$ cat src/rtl/looper_pkg.sv
// Shared looper definitions: sequencer state encoding, transport scan codes,
// default bar length and the loop-width clamp.
package looper_pkg;

  localparam int DEF_BEATS_PER_BAR = 4;

  localparam logic [2:0] ST_IDLE  = 3'd0;
  localparam logic [2:0] ST_ARMED = 3'd1;
  localparam logic [2:0] ST_REC   = 3'd2;
  localparam logic [2:0] ST_PLAY  = 3'd3;
  localparam logic [2:0] ST_PAUSE = 3'd4;

  // Width keys 2..6 belong to the width controller; listed here to keep the map in one place
  localparam logic [8:0] KEY_2     = 9'h01E;
  localparam logic [8:0] KEY_3     = 9'h026;
  localparam logic [8:0] KEY_4     = 9'h025;
  localparam logic [8:0] KEY_5     = 9'h02E;
  localparam logic [8:0] KEY_6     = 9'h036;
  localparam logic [8:0] KEY_R     = 9'h02D;
  localparam logic [8:0] KEY_P     = 9'h04D;
  localparam logic [8:0] KEY_SPACE = 9'h029;
  localparam logic [8:0] KEY_S     = 9'h01B;

  typedef struct packed {
    logic rec;
    logic play;
    logic pause;
    logic stop;
  } cmd_t;

  function automatic logic [2:0] clamp_width(input logic [2:0] w);
    if (w < 3'd2) return 3'd2;
    if (w > 3'd6) return 3'd6;
    return w;
  endfunction

endpackage

$ cat src/rtl/key_cmd_decoder.sv
// Turns keyboard decoder events into one-hot transport command pulses (press only).
module key_cmd_decoder
  import looper_pkg::*;
(
  input  logic [511:0] key_down,
  input  logic [8:0]   last_change,
  input  logic         key_valid,
  output cmd_t         cmd
);

  logic press;
  assign press = key_valid && key_down[last_change];

  always_comb begin
    cmd = '0;
    if (press) begin
      case (last_change)
        KEY_R:     cmd.rec   = 1'b1;
        KEY_P:     cmd.play  = 1'b1;
        KEY_SPACE: cmd.pause = 1'b1;
        KEY_S:     cmd.stop  = 1'b1;
        default:   ;
      endcase
    end
  end

endmodule

$ cat src/rtl/loop_sequencer.sv
// Record/playback sequencer: steps one loop slot per beat tick and issues
// registered write/read strobes for the loop RAM and mixer.
module loop_sequencer
  import looper_pkg::*;
#(
  parameter int BEATS_PER_BAR = DEF_BEATS_PER_BAR,
  parameter int ADDR_W        = 5
) (
  input  logic              clk,
  input  logic              rst,
  input  logic [511:0]      key_down,
  input  logic [8:0]        last_change,
  input  logic              key_valid,
  input  logic              beat_tick,
  input  logic [2:0]        loop_width,
  output logic [2:0]        state,
  output logic [ADDR_W-1:0] step,
  output logic [ADDR_W-1:0] loop_len,
  output logic              has_loop,
  output logic              wr_strobe,
  output logic              rd_strobe
);

  cmd_t cmd;

  key_cmd_decoder u_dec (
    .key_down    (key_down),
    .last_change (last_change),
    .key_valid   (key_valid),
    .cmd         (cmd)
  );

  logic [ADDR_W-1:0] new_len;
  logic              at_end;

  assign new_len = ADDR_W'(clamp_width(loop_width)) * ADDR_W'(BEATS_PER_BAR);
  assign at_end  = (step == loop_len - ADDR_W'(1));

  // Command handling sits ahead of tick handling in every branch, so an
  // acting command always swallows a coincident tick.
  always_ff @(posedge clk) begin
    if (rst) begin
      state     <= ST_IDLE;
      step      <= '0;
      loop_len  <= ADDR_W'(3 * BEATS_PER_BAR);
      has_loop  <= 1'b0;
      wr_strobe <= 1'b0;
      rd_strobe <= 1'b0;
    end else begin
      wr_strobe <= 1'b0;
      rd_strobe <= 1'b0;
      if (cmd.stop) begin
        state <= ST_IDLE;
        step  <= '0;
      end else begin
        case (state)
          ST_IDLE: begin
            if (cmd.rec) begin
              state    <= ST_ARMED;
              step     <= '0;
              loop_len <= new_len;
            end else if (cmd.play && has_loop) begin
              state <= ST_PLAY;
              step  <= '0;
            end
          end
          ST_ARMED: begin
            if (beat_tick) begin
              state     <= ST_REC;
              step      <= '0;
              wr_strobe <= 1'b1;
            end
          end
          ST_REC: begin
            if (beat_tick) begin
              if (at_end) begin
                state     <= ST_PLAY;
                step      <= '0;
                has_loop  <= 1'b1;
                rd_strobe <= 1'b1;
              end else begin
                step      <= step + ADDR_W'(1);
                wr_strobe <= 1'b1;
              end
            end
          end
          ST_PLAY, ST_PAUSE: begin
            if (cmd.rec) begin
              state    <= ST_ARMED;
              step     <= '0;
              loop_len <= new_len;
              has_loop <= 1'b0;
            end else if (state == ST_PLAY) begin
              if (cmd.pause) begin
                state <= ST_PAUSE;
              end else if (beat_tick) begin
                step      <= at_end ? '0 : step + ADDR_W'(1);
                rd_strobe <= 1'b1;
              end
            end else if (cmd.pause || cmd.play) begin
              state <= ST_PLAY;
            end
          end
          default: state <= ST_IDLE;
        endcase
      end
    end
  end

endmodule

$ cat config.mk
export PLATFORM = sky130hd
export DESIGN_NAME = loop_sequencer
export DESIGN_NICKNAME = d
export VERILOG_FILES = /design/src/rtl/looper_pkg.sv /design/src/rtl/key_cmd_decoder.sv /design/src/rtl/loop_sequencer.sv
export SDC_FILE = /design/constraint.sdc
export NUM_CORES = 1
export LEC_CHECK = 0
export ABC_AREA = 1
export CAP_MARGIN = 30
export CORE_AREA = 2 2 214 216
export CTS_CLUSTER_SIZE = 25
export DETAILED_ROUTE_END_ITERATION = 12
export DIE_AREA = 0 0 216 218
export GPL_ROUTABILITY_DRIVEN = 1
export SYNTH_ARGS = -nofsm -noshare
export SYNTH_HDL_FRONTEND = slang
export SYNTH_HIERARCHICAL = 1
export SYNTH_SLANG_ARGS = --single-unit
export TNS_END_PERCENT = 100
$ cat constraint.sdc
create_clock -name clk -period 9.8 [get_ports clk]
set_clock_uncertainty 0.1 [all_clocks]
set_input_delay 2.94 -clock clk [delete_from_list [all_inputs] [get_ports clk]]
set_output_delay 2.94 -clock clk [all_outputs]
set_load 0.02 [all_outputs]
; ---- Word-level counts from Yosys, hierarchy flattened
; Index checks and enable logic that the tools add are counted.
[op_classes]
addsub = 2
n_lt_le_gt_ge = 3
n_eq_ne = 18
muxes = 47
bitwise = 1
n_reduce_logical = 13
[op_table]
columns = cell, count
row1 = 5-bit two-way mux, 8
row2 = 3-bit two-way mux, 13
row3 = 5-bit one-hot mux with 4 select lines, 1
row4 = 1-bit two-way mux, 19
row5 = "9-bit by 6-bit == test with 1-bit output, second input constant", 2
row6 = 3-bit one-hot mux with 4 select lines, 1
row7 = "9-bit by 10-bit < comparator with 1-bit output, second input constant", 1
row8 = 5-bit AND reduction, 2
row9 = 1-bit binary-select mux with 9-bit select, 1
row10 = "9-bit by 5-bit == test with 1-bit output, second input constant", 1
row11 = "9-bit by 7-bit == test with 1-bit output, second input constant", 1
row12 = "3-bit != test, second input constant", 3
row13 = "2-bit != test, second input constant", 4
row14 = "4-bit != test, second input constant", 2
row15 = "3-bit by 2-bit == test with 1-bit output, second input constant", 2
row16 = 1-bit one-hot mux with 2 select lines, 3
row17 = 6-bit AND reduction, 1
row18 = "5-bit by 1-bit adder with 5-bit output, second input constant", 1
row19 = 5-bit == test, 1
row20 = "5-bit by 1-bit subtractor with 5-bit output, second input constant", 1
row21 = 4-bit two-way mux, 1
row22 = 4-bit nonzero test, 1
row23 = 2-bit OR reduction, 2
row24 = "3-bit by 1-bit == test with 1-bit output, second input constant", 1
row25 = other kinds (10), 11
[totals]
regBits = 14
input_bits = 528
out_inout_bits = 16

; ---- Depth between registers and ports, before layout
; Gate-level depths: netlist (run 1).
[logic_depth]
ltp_word = 9
mapped_depth = 30
ltp_nobuf = 26

; ---- By module
; The synthesis (run 1) kept the hierarchy.
[by_module_without_submodules]
columns = module, n_inst, cells_per_inst, area_per_inst_um2
row1 = key_cmd_decoder, 1, 1345, 5736.8
row2 = loop_sequencer, 1, 157, 985.9

; ---- Worst setup path before layout (run 1)
; OpenSTA, ideal clock, no wires.
[synth_timing]
kind = input-to-reg
startpoint = input last_change[0]
endpoint = register step[1]
arrival_ps = 5178
setup_slack_ps = 4405
cell_stages = 22
path_buffers = 6
cell_sequence = buf_6 -> inv_2 -> buf_6 -> buf_8 -> buf_6 -> buf_6 -> nor2_1 -> o211ai_1 -> nand3_1 -> nand3_1 -> nand3_1 -> nand2_1 -> nand2_1 -> nand3_1 -> nand3_2 -> nor2_1 -> buf_2 -> inv_1 -> o21ai_1 -> nand4_4 -> o21ai_0 -> nor2_1
[synth_rtl]
columns = item, line_no
row1 = from (decl), loop_sequencer.sv:12  ; input logic [8:0] last_change,
row2 = to (signal assigned), loop_sequencer.sv:82  ; step <= step + ADDR_W'(1);
row3 = to (signal assigned), loop_sequencer.sv:97  ; step <= at_end ? '0 : step + ADDR_W'(1);
row4 = to (decl), loop_sequencer.sv:17  ; output logic [ADDR_W-1:0] step,

==> impl_metrics.env, run 1 <==
export IMPL_drt_total_wl_um=47180
export IMPL_floorplan_io_pins=544
export IMPL_setup_reg_to_reg_worst_slack_ps=7980
export IMPL_area_fraction_in_compound_gates_after_synthesis_pct=19.71
export IMPL_place_detailed_hpwl_um=38200
export IMPL_power_switching_fraction_pct=45.96
export IMPL_detail_route_vias_per_cell=4.341
export IMPL_p_int_mw=0.4577
export IMPL_dieWidth_um=216
export IMPL_timing_final_crit_share_pct=69.82
export IMPL_post_synth_mux_area_share_pct=0
export IMPL_cts_tree="built"
export IMPL_worst_setup_path_startpoint="last_change[0]"
export IMPL_htree_levels=1
export IMPL_drtPass1Iterations=5
export IMPL_via_count=11110
export IMPL_grt_util_all_layers_pct=18.85
export IMPL_synth_area_per_inst_um2=4.476
export IMPL_final_setup_violation_count=0
export IMPL_cts_hold_buffers_added=0
export IMPL_yosys_area_share_simple_pct=59.46
export IMPL_layout_drive_gt1_share_pct=2.247
export IMPL_global_route_peak_usage_layer="met2"
export IMPL_netlist_top_cell_by_area="sky130_fd_sc_hd__nand2_1"
export IMPL_ctsRootBufferMaster="sky130_fd_sc_hd__clkbuf_16"
export IMPL_first_iter_violations=557
export IMPL_die_height_um=218
export IMPL_net_total_in_the_final_layout=2489
export IMPL_cts_made_buffers=3
export IMPL_result_of_the_run="complete, no violations"
export IMPL_power_per_cell_area_mw_per_mm2=67.52
export IMPL_layout_core_utilization_pct=27.94
export IMPL_final_critical_path_setup_slack_ps=2958
export IMPL_max_cap_check_violation_count=0
export IMPL_whs_ps=410.2
export IMPL_power_frac_seq_pct=9.9
export IMPL_tightest_slew_ps=931.5
export IMPL_ys_top_cells_by_area="sky130_fd_sc_hd__nand2_1 28%, sky130_fd_sc_hd__nor2_1 19%, sky130_fd_sc_hd__o21ai_0 13%, sky130_fd_sc_hd__nand3_1 9.5%, sky130_fd_sc_hd__inv_1 7.0%"
export IMPL_post_cts_repair_setup_buffers=0
export IMPL_die_area_mm2=0.04709
export IMPL_area_growth_synth_to_final_pct=86.60
export IMPL_adder_cell_share_of_the_synthesized_area_pct=0.3722
export IMPL_timing_setup_tns_ps=0
export IMPL_critPathMaxFanout=122
export IMPL_total_switching_power_mw=0.3893
export IMPL_vdd_ir_drop_worst_v=0.00005694
export IMPL_rr_startpoint="loop_len[2]"
export IMPL_grt_first_pass_wirelength_um=67740
export IMPL_maximum_clock_frequency_mhz=146.1
export IMPL_pre_cts_slack_ps=2583
export IMPL_relSlewSlack_pct=37.67
export IMPL_max_clock_path_buffers=2
export IMPL_route_detailed_wl_per_inst_um=18.44
export IMPL_synthDominantCellAreaShare_pct=27.75
export IMPL_netlist_area_mm2=0.006723
export IMPL_multi_input_area_mm2=0.005380
export IMPL_post_synth_xor_area_fraction_pct=0.2606
export IMPL_grtUsageMet3_pct=2.622
export IMPL_cp_end_kind="flip-flop"
export IMPL_clock_insertion_delay_worst_skew_ps=240
export IMPL_largest_family_of_logic_cells_by_synthesized_area="simple AND/OR/NAND/NOR gates"
export IMPL_layout_filler_cells=5078
export IMPL_critical_path_endpoint="step[1]"
export IMPL_remaining_drc_errors=0
export IMPL_grt_setup_unrepaired="no"
export IMPL_antenna_found_initial=2
export IMPL_netlist_cell_type_count=34
export IMPL_cts_repair_resize_count=0
export IMPL_core_mm2=0.04489
export IMPL_initial_core_utilization_pct=14.97
export IMPL_report_final_slew_viol_count=0
export IMPL_number_of_routed_nets_with_antenna_violations=0
export IMPL_worstSetupPathType="input port to flip-flop"
export IMPL_min_path_type="flip-flop to flip-flop"
export IMPL_global_route_usage_met1_pct=22.98
export IMPL_cp_data_arrival_time_ps=6870
export IMPL_worstSetupStartpointType="input port"
export IMPL_p_total_mw=0.8470
export IMPL_io_buffers=541
export IMPL_hold_violations=0
export IMPL_power_clock_fraction_pct=10.1
export IMPL_clock_slew_at_the_register_clock_pins_of_the_worst_setup_and_hold_paths_ps=50
export IMPL_grt_met2_usage_pct=34.24
export IMPL_reg2reg_depth=11
export IMPL_gp_routability_congestion=0.9059
export IMPL_seq_area_frac_synth_pct=4.169
export IMPL_synth_warning_count=6
export IMPL_p_comb_share_pct=80.1
export IMPL_num_rows=78
export IMPL_timing_critical_path_required_ps=9830
export IMPL_finalWorstPathRequiredPeriod_ps=6842
export IMPL_worst_hold_path_num_cells=2
export IMPL_clock_sink_count=14
export IMPL_area_sequential_um2=280.3
export IMPL_number_of_global_route_vias_before_repair=11080
export IMPL_synthCells=1502
export IMPL_largest_net_degree_at_the_start_of_global_routing=134
export IMPL_regToRegEndpoint="state[0]"
export IMPL_grt_ovfl_total=0
export IMPL_number_of_register_bits_inferred_by_synthesis=14
export IMPL_cellLeakagePower_nw=5.554
[critical path: stages]
cell and delay [ps]:
sky130_fd_sc_hd__clkbuf_8 230, sky130_fd_sc_hd__inv_6 660, sky130_fd_sc_hd__buf_4 500, sky130_fd_sc_hd__nor2_1 90, sky130_fd_sc_hd__o21ai_0 290, sky130_fd_sc_hd__nand2_1 90, sky130_fd_sc_hd__nand2_1 150, sky130_fd_sc_hd__inv_1 70
sky130_fd_sc_hd__nand2_1 60, sky130_fd_sc_hd__a21oi_1 60, sky130_fd_sc_hd__nand2_1 100, sky130_fd_sc_hd__nand3_1 100, sky130_fd_sc_hd__nand2_1 100, sky130_fd_sc_hd__nand3_2 100, sky130_fd_sc_hd__nor2_1 430, sky130_fd_sc_hd__inv_1 110
sky130_fd_sc_hd__o21ai_1 270, sky130_fd_sc_hd__nand4_4 190, sky130_fd_sc_hd__o21ai_0 210, sky130_fd_sc_hd__nor2_1 80
[metrics by stage]
| stage | instance area (um^2) | std cells |
|---|---|---|
| final | 12540 | 2559 |
| after global routing | 12540 | 2559 |
| after CTS | 12540 | 2558 |
| after detailed placement | 12450 | 2554 |
| after global placement | 12450 | 2553 |
| after floorplan | 6726 | 1503 |
[power by group through the flow]
stage / registers (mW) / logic [mW] / clock network (mW)
CTS: 0.0835 / 0.687 / 0.0868
finish: 0.0835 / 0.678 / 0.0854
detailed placement: 0.0846 / 0.683 / 0
global placement: 0.0847 / 0.686 / 0
floorplan: 0.0913 / 0.328 / 0
global route: 0.0854 / 0.751 / 0.0906
[sequential cells by signal, summed over array words and instances (netlist names)]
signal,flops
has_loop,1
state,3
wr_strobe,1
loop_len,3
rd_strobe,1
step,5
[placed cells by master, fill, tap and decap left out, drive strengths merged]
master	instances
clkinv	3
or2	2
nor3	4
dfxtp	14
buf	18
nand2	501
diode	1
inv	127
nor2	349
nand3b	1
o211ai	20
xor2	2
o22ai	6
o21ai	200
ha	2
a21oi	24
nand4	6
clkdlybuf4s50	538
o2111ai	1
a22oi	1
conb	2
clkbuf	5
nand3	131
nor4	1
[cells in the mapped netlist (all sizes together)]
cell type	number
inv	130
nand4	6
nand3	131
o2111ai	1
nand2	501
a22oi	1
a21oi	24
nand3b	1
xor2	2
clkbuf	32
nor2	349
or2	2
o211ai	20
o21ai	200
nor4	1
conb	1
nor3	4
dfxtp	14
o22ai	6
buf	74
ha	2
[area by class of cell]
| cell class | count | area share, % |
|---|---|---|
| clock buffer | 4 | 0.7082 |
| sequential | 14 | 2.234 |
| multi-input combinational | 1253 | 42.89 |
| antenna | 1 | 0.01995 |
| tap | 600 | 5.984 |
| inverter | 130 | 3.940 |
| timing repair buffer | 557 | 44.23 |
[layer usage]
| metal | wire length [um] | part of all wire (%) |
|---|---|---|
| met1 | 19930 | 42 |
| met5 | 18 | 0.038 |
| met3 | 3023 | 6.4 |
| met2 | 22820 | 48 |
| met4 | 1392 | 3.0 |
[worst min-delay path by stage]
stage	from	to	slack, ps
finish	has_loop	has_loop	410
floorplan	has_loop	has_loop	450
detailed placement	has_loop	has_loop	400
global route	has_loop	has_loop	430
global placement	loop_len[3]	loop_len[3]	400
CTS	has_loop	has_loop	410
[cell families (layout without fill, tap and decap cells)]
logic type                 count (synthesis)  in the layout
AOI/OAI and AO/OA                        252            252
xor gates and xnor gates                   2              2
adders and majority gates                  2              2
buffers and inverters                    236            691
DFF                                       14             14
other                                      1              3
and+or+nand+nor                          995            995
Power figures use the tool's default switching activity.
==> run 2, diff against run 1 <==
CORE_AREA = 2 2 210 212   (was 2 2 214 216)
DIE_AREA = 0 0 212 214   (was 0 0 216 218)
clock period = 7 ns   (was 9.8 ns; I/O delays follow)
==> run 2 against run 1 <==
Against the previous run:
- hold slack got worse by 5.6 ps
- critical endpoint is now step[2]
- clock power grew 43%
- clock-buffer cell count is the same
- routed wire length increased by 1.1%
- via count rose by 0.61%
- setup slack got worse by 1900 ps
- global-route usage increased by 1.0 points
- critical path type unchanged
- utilization grew 1.4 points
- power grew 41%
- die area decreased by 3.7%
==> impl_metrics.env, run 2 (synthesis results as in run 1) <==
export IMPL_final_setup_violation_count=0
export IMPL_route_detailed_wl_per_inst_um=18.73
export IMPL_grt_ovfl_total=0
export IMPL_maximum_clock_frequency_mhz=168.1
export IMPL_largest_reg_flops=5
export IMPL_regToRegEndpoint="state[0]"
export IMPL_worstSetupPathType="input port to flip-flop"
export IMPL_critPathMaxFanout=50
export IMPL_layout_filler_cells=4903
export IMPL_regMostFlops="step"
export IMPL_cts_tree="built"
export IMPL_cellLeakagePower_nw=5.585
export IMPL_first_iter_violations=797
export IMPL_cp_end_kind="flip-flop"
export IMPL_drt_total_wl_um=47700
export IMPL_timing_setup_tns_ps=0
export IMPL_number_of_routed_nets_with_antenna_violations=0
export IMPL_detail_route_vias_per_cell=4.388
export IMPL_max_clock_path_buffers=2
export IMPL_worst_hold_path_num_cells=2
export IMPL_result_of_the_run="complete, no violations"
export IMPL_timing_hold_worst_endpoint="has_loop"
export IMPL_dieWidth_um=212
export IMPL_die_height_um=214
export IMPL_io_buffers=541
export IMPL_layout_drive_gt1_share_pct=2.449
export IMPL_place_detailed_hpwl_um=38510
export IMPL_gp_routability_congestion=0.8781
export IMPL_post_cts_repair_setup_buffers=0
export IMPL_net_total_in_the_final_layout=2491
export IMPL_grt_setup_unrepaired="no"
export IMPL_clock_sink_count=14
export IMPL_grt_first_pass_wirelength_um=68070
export IMPL_clock_insertion_delay_worst_skew_ps=250
export IMPL_power_per_cell_area_mw_per_mm2=94.98
export IMPL_timing_final_crit_share_pct=84.98
export IMPL_num_rows=76
export IMPL_reg2reg_depth=10
export IMPL_initial_core_utilization_pct=15.68
export IMPL_antenna_found_initial=2
export IMPL_min_path_type="flip-flop to flip-flop"
export IMPL_core_mm2=0.04289
export IMPL_floorplan_io_pins=544
export IMPL_layout_commonest_cell="sky130_fd_sc_hd__clkdlybuf4s50_1"
export IMPL_vdd_ir_drop_worst_v=0.00008554
export IMPL_worstSetupStartpointType="input port"
export IMPL_htree_levels=1
export IMPL_cts_made_buffers=3
export IMPL_setup_reg_to_reg_worst_slack_ps=5170
export IMPL_cp_data_arrival_time_ps=6040
export IMPL_holdCritStartpoint="has_loop"
export IMPL_report_final_slew_viol_count=0
export IMPL_ctsRootBufferMaster="sky130_fd_sc_hd__clkbuf_16"
export IMPL_remaining_drc_errors=0
export IMPL_cts_repair_resize_count=0
export IMPL_die_area_mm2=0.04537
export IMPL_tightest_slew_ps=917.9
export IMPL_clock_slew_at_the_register_clock_pins_of_the_worst_setup_and_hold_paths_ps=50
export IMPL_largest_registers="step x5, loop_len x3, state x3"
export IMPL_pre_cts_slack_ps=779.2
export IMPL_grt_util_all_layers_pct=19.90
export IMPL_hold_violations=0
export IMPL_final_critical_path_setup_slack_ps=1052
export IMPL_drtPass1Iterations=5
export IMPL_largest_net_degree_at_the_start_of_global_routing=149
export IMPL_layout_cells_most_common_list="538 x sky130_fd_sc_hd__clkdlybuf4s50_1, 497 x sky130_fd_sc_hd__nand2_1, 346 x sky130_fd_sc_hd__nor2_1, 178 x sky130_fd_sc_hd__o21ai_0, 127 x sky130_fd_sc_hd__nand3_1"
export IMPL_rr_startpoint="loop_len[2]"
export IMPL_cts_hold_buffers_added=0
export IMPL_number_of_global_route_vias_before_repair=11060
export IMPL_relSlewSlack_pct=38.71
export IMPL_timing_critical_path_required_ps=7090
export IMPL_max_cap_check_violation_count=0
export IMPL_finalWorstPathRequiredPeriod_ps=5948
export IMPL_via_count=11180
export IMPL_area_growth_synth_to_final_pct=87.27
-- run 2: through the flow --
stage | power (mW) | utilization [%] | hold WS (ps) | instance area [um^2] | instances
4_1_cts | 1.210 | 29.34 | 408.5 | 12580 | 2545
6_report | 1.196 | 29.36 | 404.6 | 12590 | 2547
2_1_floorplan | 0.5869 | - | 453.7 | 6726 | 1503
5_1_grt | 1.305 | 29.34 | 418.7 | 12580 | 2545
3_5_place_dp | 1.083 | 29.14 | 399.0 | 12500 | 2541
3_3_place_gp | 1.080 | 29.08 | 398.3 | 12470 | 2539
-- run 2: metal layers --
metal | up-vias | GRT usage, % | routed length [um] | share of wire, %
met5 | - | 0 | 13 | 0.027
met4 | 2 | 3.944 | 982 | 2.1
met3 | 38 | 3.445 | 3650 | 7.7
met2 | 499 | 36.44 | 23290 | 49
met1 | 5007 | 24.10 | 19760 | 41
li1 | 5630 | - | - | -
-- run 2: worst max path at each step --
stage	start	end	slack, ps	depth (start not counted)
floorplan	last_change[0]	step[1]	2450	22
global placement	last_change[4]	step[2]	620	17
detailed placement	last_change[0]	step[2]	780	23
CTS	last_change[0]	step[2]	1020	25
global route	last_change[0]	step[0]	590	25
finish	last_change[1]	step[2]	1050	23
-- run 2: critical path, stage by stage --
cell                      delay, ps
sky130_fd_sc_hd__buf_6          190
sky130_fd_sc_hd__inv_4          510
sky130_fd_sc_hd__buf_4          470
sky130_fd_sc_hd__o21ai_0        210
sky130_fd_sc_hd__o21ai_1        190
sky130_fd_sc_hd__nand2_1         70
sky130_fd_sc_hd__nand2_1        110
sky130_fd_sc_hd__inv_1          110
sky130_fd_sc_hd__nand2_1        100
sky130_fd_sc_hd__nand2_1         50
sky130_fd_sc_hd__nand2_1         90
sky130_fd_sc_hd__nor2_1          50
sky130_fd_sc_hd__nand2_1         60
sky130_fd_sc_hd__nand3_1        120
sky130_fd_sc_hd__nand2_1        110
sky130_fd_sc_hd__nand3_2        100
sky130_fd_sc_hd__nor2_1         410
sky130_fd_sc_hd__inv_1          110
sky130_fd_sc_hd__o21ai_1        300
sky130_fd_sc_hd__nand4_4        200
sky130_fd_sc_hd__o21ai_1        160
sky130_fd_sc_hd__nand2_1         70
sky130_fd_sc_hd__nor2_1          90
-- run 2: area by class of cell --
| class | count | area [um^2] | area share, % |
|---|---|---|---|
| Antenna cell | 2 | 5.005 | 0.03975 |
| Clock buffer | 4 | 88.84 | 0.7056 |
| Inverter | 130 | 495.5 | 3.936 |
| Multi-Input combinational cell | 1253 | 5380 | 42.73 |
| Sequential cell | 14 | 280.3 | 2.226 |
| Tap cell | 585 | 732.0 | 5.814 |
| Timing Repair Buffer | 559 | 5608 | 44.54 |
-- run 2: power breakdown --
group	total, mW	switching [mW]	internal [mW]
Sequential	0.116	0.0233	0.0931
Combinational	0.957	0.493	0.464
Clock	0.122	0.0357	0.0867
==> RTL edit 1, RTL diff (settings of run 2) <==
The parameter `ADDR_W` goes from 5 to 3.
--- a/src/rtl/loop_sequencer.sv
+++ b/src/rtl/loop_sequencer.sv
@@ -4,7 +4,7 @@
   import looper_pkg::*;
 #(
   parameter int BEATS_PER_BAR = DEF_BEATS_PER_BAR,
-  parameter int ADDR_W        = 5
+  parameter int ADDR_W        = 3
 ) (
   input  logic              clk,
   input  logic              rst,
Interface: changed (resized loop_len and step); port bits go from 544 to 540. The function was not compared with the original's and may differ.
==> RTL edit 1 against run 2 <==
- synthesized cell count down 1.5%
- routed wire length is 3.8% lower
- sequential cell count shrank 4
- register-to-register slack better by 0.16 ns
- final area is 2.1% lower
- synthesized area down 2.5%
- power shrank 8.2%
- sequential share of layout area decreased by 0.60 points
- worst setup slack improved by 0.38 ns
- count of clock-buffer cells in the layout is the same
==> RTL edit 1: results (changes against run 2) <==
stage;metric;value;unit;change
run_status;status;finished clean;;
yosys;synth_compound_area_frac;0.198;;+0.00126
sta;slew_headroom;0.447;;+0.0603
grt;antenna_found_initial;7;;+5
setup_path;ff2ff_setup_slack;5.33;ns;+0.16 ns
detailed_routing;vias;11100;;-0.55%
yosys;ys_seq_area_frac;0.0305;;-0.0111
grt;grt.total_usage;0.192;;-0.00649
sta;holdWs;0.425;ns;+0.0201 ns
power;clk-power;0.116;mW;-5%
setup_path;startpoint;last_change[0];;
place;io_buffer_count;537;;-0.74%
layout;clkCellAreaFrac;0.00721;;+0.000152
setup_path;cp_max_fo;113;;+130%
detailed_routing;drt_first_pass_iters;6;;+1
layout;regArea;200;um^2;-29%
layout;nFillCells;4923;;+0.41%
layout;nMultiInputCombCells;1237;;-1.3%
yosys;netlist_top_cells_area;nand2_1 28%, nor2_1 20%, o21ai_0 14%;;
yosys;synth-adder-area-share;0.00191;;-0.00181
detailed_routing;wl_met3;3200;um;-12%
power;switchingPower;0.500;mW;-9.4%
layout;inverters;127;;-2.3%
detailed_routing;drt_wl_total;45900;um;-3.8%
setup_path;rr_startpoint;state[2];;
layout;bufAreaShareNonClock;0.448;;+0.00208
power;total_power;1.10;mW;-8.2%
place;gp_congestion;0.909;;+3.5%
power;ir_worst_vdd;78.3;uV;-8.5%
yosys;avgSynthCellArea;4.43;um^2;-1.0%
detailed_routing;wl_met1;18700;um;-5.2%
setup_path;cp-endpoint;state[1];;
setup_path;crit_arrival;5.65;ns;-0.39 ns
detailed_routing;met2WireLength;22400;um;-3.7%
grt;grt_pass1_wl;66300;um;-2.6%
grt;grt_start_max_net_pins;142;;-4.7%
==> RTL edit 1: critical path, stage by stage <==
cell      delay, ns
clkbuf_8       0.19
inv_8          0.47
buf_4          0.45
nor2_1         0.08
o21ai_0        0.50
nand2_1        0.13
nand2_1        0.11
inv_1          0.04
nand2_1        0.05
a21oi_1        0.07
nand2_1        0.10
nand3_1        0.06
nand2_1        0.08
nand3_2        0.11
nor2_1         0.23
inv_1          0.19
nand2_4        0.14
o21ai_2        0.07
nor2_4         0.13
nand2_2        0.07
nand2_1        0.06
nand2_1        0.06
nor2_2         0.09
==> RTL edit 1: routing by layer <==
metal / global-route usage / vias to the layer above
li1: - / 5525
met1: 0.229 / 5017
met2: 0.354 / 500
met5: 0 / -
met4: 0.0563 / 4
met3: 0.0268 / 69
==> RTL edit 2, RTL diff (settings of run 2) <==
Without the edit above. Put one more register stage on the output `loop_len`, without a reset. The value now appears one clock later. The other outputs are not delayed to match.
--- a/src/rtl/loop_sequencer.sv
+++ b/src/rtl/loop_sequencer.sv
@@ -21,6 +21,8 @@
   output logic              rd_strobe
 );
 
+  logic [ADDR_W-1:0] loop_len_s0;
+
   cmd_t cmd;
 
   key_cmd_decoder u_dec (
@@ -34,7 +36,7 @@
   logic              at_end;
 
   assign new_len = ADDR_W'(clamp_width(loop_width)) * ADDR_W'(BEATS_PER_BAR);
-  assign at_end  = (step == loop_len - ADDR_W'(1));
+  assign at_end  = (step == loop_len_s0 - ADDR_W'(1));
 
   // Command handling sits ahead of tick handling in every branch, so an
   // acting command always swallows a coincident tick.
@@ -42,7 +44,7 @@
     if (rst) begin
       state     <= ST_IDLE;
       step      <= '0;
-      loop_len  <= ADDR_W'(3 * BEATS_PER_BAR);
+      loop_len_s0 <= ADDR_W'(3 * BEATS_PER_BAR);
       has_loop  <= 1'b0;
       wr_strobe <= 1'b0;
       rd_strobe <= 1'b0;
@@ -58,7 +60,7 @@
             if (cmd.rec) begin
               state    <= ST_ARMED;
               step     <= '0;
-              loop_len <= new_len;
+              loop_len_s0 <= new_len;
             end else if (cmd.play && has_loop) begin
               state <= ST_PLAY;
               step  <= '0;
@@ -88,7 +90,7 @@
             if (cmd.rec) begin
               state    <= ST_ARMED;
               step     <= '0;
-              loop_len <= new_len;
+              loop_len_s0 <= new_len;
               has_loop <= 1'b0;
             end else if (state == ST_PLAY) begin
               if (cmd.pause) begin
@@ -107,5 +109,9 @@
     end
   end
 
+  always_ff @(posedge clk) begin
+    loop_len <= loop_len_s0;
+  end
+
 endmodule
 
Behaviour: not the same (Yosys sat finds a counterexample within 4 cycles, from zero or initial values and one cycle with rst high).
==> RTL edit 2 against run 2 <==
- power shrank 7.9%
- cell count grew 0.67%
- worst setup slack gained 0.30 ns
- critical path type unchanged
- sequential cell count rose by 3
- count of clock-buffer cells in the layout decreased by 1
- sequential share of layout area is 0.45 points higher
- synthesized area up 1.5%
- highest routed layer unchanged
- final area rose by 0.91%
- fmax increased by 5.4%
- combinational power fell by 11%
- routed wire length rose by 0.45%
==> RTL edit 2: results (changes against run 2) <==
stage;metric;value;unit;change
run_status;status;finished clean;;
min_path;min_path_cells;0;;-2
min_path;hold_start;loop_len_s0[3];;
power;p_comb_frac;0.773;;-0.027
layout;stdcell_count;2564;;+0.67%
yosys;synth_common_cells;506 x nand2_1, 349 x nor2_1, 175 x o21ai_0, 131 x nand3_1, 128 x inv_1;;
yosys;ys_seq_area_frac;0.0499;;+0.00817
detailed_routing;drtIter0Drc;646;;-19%
grt;antenna_found_initial;9;;+7
setup_path;ff2ff_setup_slack;5.18;ns;about the same
detailed_routing;drt_wl_total;47900;um;+0.45%
sta;holdWs;0.281;ns;-0.124 ns
min_path;whs_endpoint;loop_len[3];;
grt;grt.total_usage;0.200;;+0.000556
place;gp_congestion;0.939;;+6.9%
sta;fmax;177;MHz;+5.4%
place;dp_slack;1.10;ns;+0.317 ns
place;dp.cells;2557;;+0.63%
yosys;ys_async_sr_fraction;0;;unchanged
sta;tightest_slew;0.717;ns;-0.201 ns
yosys;synthXorXnorAreaFrac;0.00128;;-0.00132
setup_path;rr_startpoint;loop_len_s0[2];;
power;power_density;86.7;mW/mm^2;-8.7%
yosys;synth_cell_types;35;;+2.9%
layout;fin_nets;2507;;+0.64%
grt;grt_start_max_net_pins;83;;-44%
yosys;synth_compound_area_frac;0.190;;-0.00718
setup_path;cp-endpoint;loop_len_s0[3];;
place;place_area;0.0126;mm^2;+0.97%
detailed_routing;via_per_inst;4.41;;+0.45%
power;clkPwrFrac;0.110;;+0.008
layout;nFillCells;4868;;-0.71%
power;intPower;0.612;mW;-5.0%
setup_path;rr_endpoint;state[1];;
power;p_leak;5.65;nW;+1.1%
setup_path;crit_arrival;5.69;ns;-0.35 ns
setup_path;startpoint;last_change[0];;
grt;grt_pass1_vias;11200;;+1.6%
power;ir_worst_vdd;83.6;uV;-2.3%
yosys;syn_inst;1515;;+0.87%
grt;grt_pass1_wl;68600;um;+0.82%
detailed_routing;drt_first_pass_iters;8;;+3
## RTL edit 2: cell count changes in the layout (fill, tap and decap cells not counted), moves of 2 or more
| cell | change |
|---|---|
| nand2_1 | +9 |
| buf_6 | -2 |
| nand3_1 | +4 |
| nor2_1 | +2 |
| or2_2 | +2 |
| dfxtp_1 | +3 |
| buf_4 | +4 |
| xor2_1 | -2 |
| inv_1 | +3 |
| o21ai_1 | -2 |
| o21ai_0 | -3 |
| inv_2 | -4 |
## RTL edit 2: critical path, cell delays in order
cell and delay (ns):
clkbuf_8 0.21, inv_6 0.49, buf_4 0.40, nor2_1 0.07
o21ai_0 0.36, nand2_1 0.10, nand2_1 0.10, inv_1 0.06
nand2_1 0.06, a21oi_1 0.06, nand2_1 0.10, nand3_1 0.07
nand2_1 0.08, nand3_2 0.10, nor2_1 0.31, inv_1 0.24
nor3_4 0.34, nand2_1 0.12, o22ai_1 0.13, nand2_1 0.07
## RTL edit 2: cells by family after synthesis
kind of cell,Yosys count
flip-flops,17
AO/OA/AOI/OAI,246
AND/OR/NAND/NOR,1012
other,1
adder cells (fa/ha/maj),2
XOR/XNOR,1
buffers and inverters,236
## RTL edit 2: per-layer routing
layer	GRT usage	share of wire
met1	0.236	0.41
met2	0.364	0.48
met3	0.0367	0.080
met4	0.0531	0.028
met5	0	0.0016
## RTL edit 2: cell type report
cell class	count	area [um^2]	share of cell area
multi-input cells	1263	5410	0.426
repair buffers	562	5640	0.444
flip-flops and latches	17	340	0.0268
clock buffers	3	75.1	0.00591
inverters	130	495	0.0390
clock inverters	1	5.00	0.000394
diodes	3	7.51	0.000591
well taps	585	732	0.0576
